### src/rtl/vault_store_ctrl_pkg.sv
// vault_store_ctrl_pkg: op, status and FSM state encodings shared by the credential store
package vault_store_ctrl_pkg;
  typedef enum logic [1:0] {OP_STORE, OP_LOOKUP, OP_DELETE, OP_CLEAR} op_e;
  typedef enum logic [1:0] {ST_OK, ST_NOT_FOUND, ST_FULL, ST_UPDATED} status_e;
  typedef enum logic [2:0] {S_IDLE, S_SCAN, S_CIPHER, S_WRITE, S_RESP} state_e;
endpackage

### src/rtl/vault_store_ctrl_ram.sv
// vault_store_ctrl_ram: single-port write-first sync-read record RAM without reset
module vault_store_ctrl_ram #(
  parameter int W      = 256,
  parameter int DEPTH  = 16,
  parameter int ADDR_W = $clog2(DEPTH)
) (
  input  logic              clk,
  input  logic              we,
  input  logic [ADDR_W-1:0] addr,
  input  logic [W-1:0]      wdata,
  output logic [W-1:0]      rdata
);
  logic [W-1:0] mem [DEPTH];
  always_ff @(posedge clk) begin
    if (we) begin
      mem[addr] <= wdata;
      rdata     <= wdata;
    end else begin
      rdata <= mem[addr];
    end
  end
endmodule

### src/rtl/vault_store_ctrl.sv
// vault_store_ctrl: credential store FSM scanning RAM records and driving an external cipher engine
module vault_store_ctrl
  import vault_store_ctrl_pkg::*;
#(
  parameter int DATA_W = 128,
  parameter int DEPTH  = 16,
  parameter int ADDR_W = $clog2(DEPTH)
) (
  input  logic              clk,
  input  logic              rst,
  input  logic              cmd_valid,
  output logic              cmd_ready,
  input  logic [1:0]        cmd_op,
  input  logic [DATA_W-1:0] cmd_account,
  input  logic [DATA_W-1:0] cmd_password,
  output logic              rsp_valid,
  input  logic              rsp_ready,
  output logic [1:0]        rsp_status,
  output logic [DATA_W-1:0] rsp_password,
  output logic [ADDR_W-1:0] rsp_addr,
  output logic              enc_req,
  output logic              enc_mode,
  output logic [DATA_W-1:0] enc_din,
  input  logic              enc_ack,
  input  logic [DATA_W-1:0] enc_dout,
  output logic [ADDR_W:0]   used_count,
  output logic              full
);
  localparam logic [ADDR_W:0] LAST = (ADDR_W+1)'(DEPTH);
  state_e              state;
  op_e                 op;
  logic [DATA_W-1:0]   acct, pw, ctext;
  logic [ADDR_W:0]     s;
  logic [DEPTH-1:0]    valid;
  logic                have_free, new_rec;
  logic [ADDR_W-1:0]   free_slot, tgt, cmp, f_slot, ram_addr;
  logic [2*DATA_W-1:0] rd_data;
  logic                cmp_on, hit, cur_free, f_have, last, ram_we;
  always_comb begin
    cmp      = ADDR_W'(s - 1'b1);
    cmp_on   = state == S_SCAN && s != '0;
    hit      = cmp_on && valid[cmp] && rd_data[2*DATA_W-1:DATA_W] == acct;
    cur_free = cmp_on && !valid[cmp];
    f_have   = have_free || cur_free;
    f_slot   = have_free ? free_slot : cmp;
    last     = s == LAST;
    ram_we   = state == S_WRITE;
    ram_addr = ram_we ? tgt : (s < LAST ? s[ADDR_W-1:0] : '0);
  end
  assign cmd_ready = state == S_IDLE;
  assign full      = used_count == LAST;
  vault_store_ctrl_ram #(.W(2*DATA_W), .DEPTH(DEPTH), .ADDR_W(ADDR_W)) u_ram (
    .clk   (clk),
    .we    (ram_we),
    .addr  (ram_addr),
    .wdata ({acct, ctext}),
    .rdata (rd_data)
  );
  always_ff @(posedge clk or posedge rst) begin
    if (rst) begin
      state        <= S_IDLE;
      op           <= OP_STORE;
      acct         <= '0;
      pw           <= '0;
      ctext        <= '0;
      s            <= '0;
      valid        <= '0;
      used_count   <= '0;
      have_free    <= 1'b0;
      new_rec      <= 1'b0;
      free_slot    <= '0;
      tgt          <= '0;
      rsp_valid    <= 1'b0;
      rsp_status   <= ST_OK;
      rsp_password <= '0;
      rsp_addr     <= '0;
      enc_req      <= 1'b0;
      enc_mode     <= 1'b0;
      enc_din      <= '0;
    end else begin
      case (state)
        S_IDLE: if (cmd_valid) begin
          op           <= op_e'(cmd_op);
          acct         <= cmd_account;
          pw           <= cmd_password;
          s            <= '0;
          have_free    <= 1'b0;
          rsp_status   <= ST_OK;
          rsp_password <= '0;
          rsp_addr     <= '0;
          if (cmd_op == OP_CLEAR) begin
            valid      <= '0;
            used_count <= '0;
            rsp_valid  <= 1'b1;
            state      <= S_RESP;
          end else begin
            state <= S_SCAN;
          end
        end
        S_SCAN: begin
          s <= s + 1'b1;
          if (cur_free && !have_free) begin
            have_free <= 1'b1;
            free_slot <= cmp;
          end
          if (hit) begin
            tgt      <= cmp;
            rsp_addr <= cmp;
            if (op == OP_LOOKUP) begin
              enc_req  <= 1'b1;
              enc_mode <= 1'b1;
              enc_din  <= rd_data[DATA_W-1:0];
              state    <= S_CIPHER;
            end else if (op == OP_STORE) begin
              enc_req    <= 1'b1;
              enc_mode   <= 1'b0;
              enc_din    <= pw;
              new_rec    <= 1'b0;
              rsp_status <= ST_UPDATED;
              state      <= S_CIPHER;
            end else begin
              valid[cmp] <= 1'b0;
              used_count <= used_count - 1'b1;
              rsp_valid  <= 1'b1;
              state      <= S_RESP;
            end
          end else if (last) begin
            if (op == OP_STORE && f_have) begin
              tgt      <= f_slot;
              rsp_addr <= f_slot;
              new_rec  <= 1'b1;
              enc_req  <= 1'b1;
              enc_mode <= 1'b0;
              enc_din  <= pw;
              state    <= S_CIPHER;
            end else begin
              rsp_status <= op == OP_STORE ? ST_FULL : ST_NOT_FOUND;
              rsp_valid  <= 1'b1;
              state      <= S_RESP;
            end
          end
        end
        S_CIPHER: if (enc_ack) begin
          enc_req <= 1'b0;
          if (op == OP_LOOKUP) begin
            rsp_password <= enc_dout;
            rsp_valid    <= 1'b1;
            state        <= S_RESP;
          end else begin
            ctext <= enc_dout;
            state <= S_WRITE;
          end
        end
        S_WRITE: begin
          if (new_rec) begin
            valid[tgt] <= 1'b1;
            used_count <= used_count + 1'b1;
          end
          rsp_valid <= 1'b1;
          state     <= S_RESP;
        end
        S_RESP: if (rsp_ready) begin
          rsp_valid <= 1'b0;
          state     <= S_IDLE;
        end
        default: state <= S_IDLE;
      endcase
    end
  end
endmodule

### config.mk
export PLATFORM = sky130hd
export DESIGN_NAME = vault_store_ctrl
export DESIGN_NICKNAME = d
export VERILOG_FILES = /design/src/rtl/vault_store_ctrl_pkg.sv /design/src/rtl/vault_store_ctrl_ram.sv /design/src/rtl/vault_store_ctrl.sv
export SDC_FILE = /design/constraint.sdc
export NUM_CORES = 2
export LEC_CHECK = 0
export CAP_MARGIN = 20
export CORE_MARGIN = 5
export CORE_UTILIZATION = 55
export DETAILED_ROUTE_END_ITERATION = 7
export GPL_ROUTABILITY_DRIVEN = 0
export HOLD_SLACK_MARGIN = 0.05
export PLACE_DENSITY = 0.88
export SLEW_MARGIN = 20
export SYNTH_ARGS = -nofsm -noshare
export SYNTH_HDL_FRONTEND = slang
export SYNTH_SLANG_ARGS = --single-unit
### constraint.sdc
create_clock -name clk -period 24.4 [get_ports clk]
set_input_delay 4.88 -clock clk [delete_from_list [all_inputs] [get_ports clk]]
set_output_delay 4.88 -clock clk [all_outputs]
set_load 0.005 [all_outputs]
==> results.md <==
- Final Hold Vio Count: 0
- CP endpoint kind: register
- Worst path max stage delay: 0.86 ns
- Worst VDD drop: 0.116 mV
- Setup TNS: 0 ns
- Routed vias: 104000
- CTS tree: yes
- Top cells by area, synth: edfxtp_1 66%, mux4_2 11%, dfrtp_1 9.3%, mux2_2 3.6%, mux2i_1 1.9%
- Post-Synth Adder-Cell Area: 0.0644%
- Kind of cell adding the most delay to the critical path: buffers and inverters
- Power Dens Cells: 119 nW/um2
- Final Net Count: 10300
- Total CTS buffers: 443
- CTS Hold Bufs: 0
- Register area share after synthesis: 75.3%
- Worst rel slew slack: 16.4%
- Worst skew pair latency: about 1.0 ns
- Pin slew with the least headroom to its limit: about 1.3 ns
- Share of the synthesized area in the top cell type: 66.0%
- CTS clk-pin slew, worst paths: about 0.06 ns
- Post-CTS Setup Inserts: 0
- Most frequent CP cell: buf_4
- Synth Area in Compound Gates: 2.33%
- Die ar.: about 350000 um2
- Minimum clock period: 11.43 ns
- CP max FO: about 100
- XOR/XNOR Fraction of Synth Area: 0.658%
- Max-Cap Viols: 0
- Post-synthesis simple-gate area fraction: 2.50%
- Total Wirelength: 553 mm
- Vias in the first global route: around 110k
- Yosys top cell by area: edfxtp_1
- Cell Rows: 213
- DRT Pass-1 Iters: 8
- Most frequent cells in the layout: 4096 x edfxtp_1, 930 x mux4_2, 690 x dfrtp_1
- Number of setup violations in the final report: 0
- CP Buf/Inv Count: 8
- Io pins: between 600 and 700
- Final Skew: 0.143 ns
- Syn_area_per_cell: around 20 um2
- Gr usage total: 31.2%
- Root Driver: clkbuf_16
- Worst Hold Class: reg -> reg
- # H-tree levels: 5
- Detail Placement HPWL: roughly 290 mm
- Synth warn: 0
- Most common cell after layout, fill and taps aside: edfxtp_1
- Core footprint: roughly 340000 um2
- Startpoint types: register
- Die W: 592 um
- Status: finished, violations left
- Fin crit share: between 40 and 50%
- Global route total overflow: 0
- Failing checks: design-rule violations
- Mapped cell area: 186000 um2
- CTS Buffer Depth: 4
- Worst setup path class: reg -> reg
- Post-synthesis mux area share: 17.7%
- Critical Path RT: 25.22 ns
- Worst path slowest cell: buf_4
- Layout Cells excl Fill: 14900
- Ys async rst share: 14.4%
- Synth-to-Final Area Change: 14.4%
- Die Ht: slightly below 600 um
- Footprint of the multi-input gates: approximately 44000 um2
- Mapped Cells: 9112
- Largest net degree at the start of global routing: 179
- Via density: ~7.0
- Hold wc startpoint: rsp_password[39]$_DFFE_PP0P_
- Post-CTS resize count: 0
- IO buf count: 662
- Slew Limit Fails: 0
- Clk sink count: 4790
- Post-synth top flop: edfxtp_1
- Filler cell count: 20000
- Count of cell types in the netlist: 86
- Initial core utilization: 55.3%
- Critical path cell sequence: buf_4, buf_4, buf_12, buf_4, buf_4, nor2_2, buf_4, a221oi_1, a21oi_1, a21oi_1, xnor2_1, nor3_1, o2111ai_1, or4_1, and4bb_2, mux2i_1, nand2_4, buf_4, buf_4, mux2_2
- Synthesis-stage register bit count: approximately 4800
- Cells after DPL: approximately 14000
- EDFF count, synth: 4096
- Routed Antenna Nets: 0
- Routed wire per std cell: ~37 um
- Post-Syn Nets: roughly 9500
- Number of remaining DRC errors: 53
- Initial antenna violation count: 51
- Max Clk Rate: 0.0875 GHz
- First-pass GRT wire length: 784 mm
- Static Leakage: 71.6 nW
- Layout cells sized above 1: 24.5%
- DRT iter0 DRCs: about 18000
- RSZ-0062 raised after global routing: false
- Crit path DAT: 12.25 ns
- Reg area: 140000 um2
- Largest family of logic cells by synthesized area: multiplexers
synthesized netlist by cell type, drive strengths merged, types with 42 or more instances:
cell type,count
a21oi,83
nand3,156
nand2,485
clkbuf,217
nor2b,78
a22oi,81
mux2i,363
dfrtp,690
o22ai,87
xnor2,84
edfxtp,4096
nor2,101
buf,271
nor3,42
mux4,930
mux2,712
a211oi,70
xor2,56
a31oi,64
o21ai,90
worst paths after layout:
check,slack (ns),to,cells after the start
hold reg to reg,0.48,rsp_password[39]$_DFFE_PP0P_,2
min in group asynchronous,4.37,acct[59]$_DFFE_PP0P_,2
hold / removal,0.48,rsp_password[39]$_DFFE_PP0P_,2
setup reg to reg,12.97,enc_din[101]$_DFFE_PP0P_,20
max in group asynchronous,16.32,pw[49]$_DFFE_PP0P_,6
setup / recovery,12.97,enc_din[101]$_DFFE_PP0P_,20
power by group:
| group | switching, mW | internal (mW) |
|---|---|---|
| clock | 3.12 | 4.00 |
| combinational | 3.97 | 2.83 |
| sequential | 1.18 | 10.3 |
| total | 8.28 | 17.1 |
per-layer routing:
layer,track usage [%],part of all wire (%),routed length [um],up-vias
li1,-,-,-,38600
met1,38.1,31,172000,52900
met2,48.6,47,261000,10400
met3,9.78,14,75700,2493
met4,19.9,8.1,44900,44
met5,0,0.063,350,-
worst min-delay path: cells and delay by family, from the launching register on:
family	cells	cell delay (ns)
flip-flops	1	0.34
AND/OR/NAND/NOR	2	0.10
kinds of logic after synthesis:
family,after synthesis
xor gates and xnor gates,140
AOI/OAI and AO/OA,639
DFF,4790
adders and majority gates,9
muxes,2005
buffers and inverters,524
and+or+nand+nor,1005
sequential cells by signal, summed over array words and instances, names as in the netlist, 2 cells and up, named ones only:
signal	cells
acct	128
ctext	128
enc_din	128
free_slot	4
op	2
pw	128
rsp_addr	4
rsp_password	128
rsp_status	2
s	5
state	3
tgt	4
u_ram.mem	4096
used_count	5
valid	16
metrics by stage:
stage | cell area [um2] | total power [mW] | hold WS (ns) | utilization (%) | setup slack, ns
after floorplan | 186000 | 15.4 | 0.461 | - | 0.173
after global placement | 198000 | 17.5 | 0.449 | 58.7 | 14.16
after detailed placement | 198000 | 17.9 | 0.457 | 58.8 | 13.69
after CTS | 213000 | 25.2 | 0.478 | 63.2 | 13.49
after global routing | 213000 | 26.0 | 0.497 | 63.2 | 13.17
final | 213000 | 25.4 | 0.475 | 63.2 | 12.97
layout make-up:
class | count | area share [%]
Tap cell | 4515 | 2.65
Clock buffer | 638 | 5.98
Clock inverter | 195 | 1.00
Inverter | 25 | 0.0534
Timing Repair Buffer | 870 | 4.02
Multi-Input combinational cell | 3798 | 20.4
Antenna cell | 31 | 0.0364
Sequential cell | 4790 | 65.8
No activity file was read; power rests on OpenSTA's default activity.
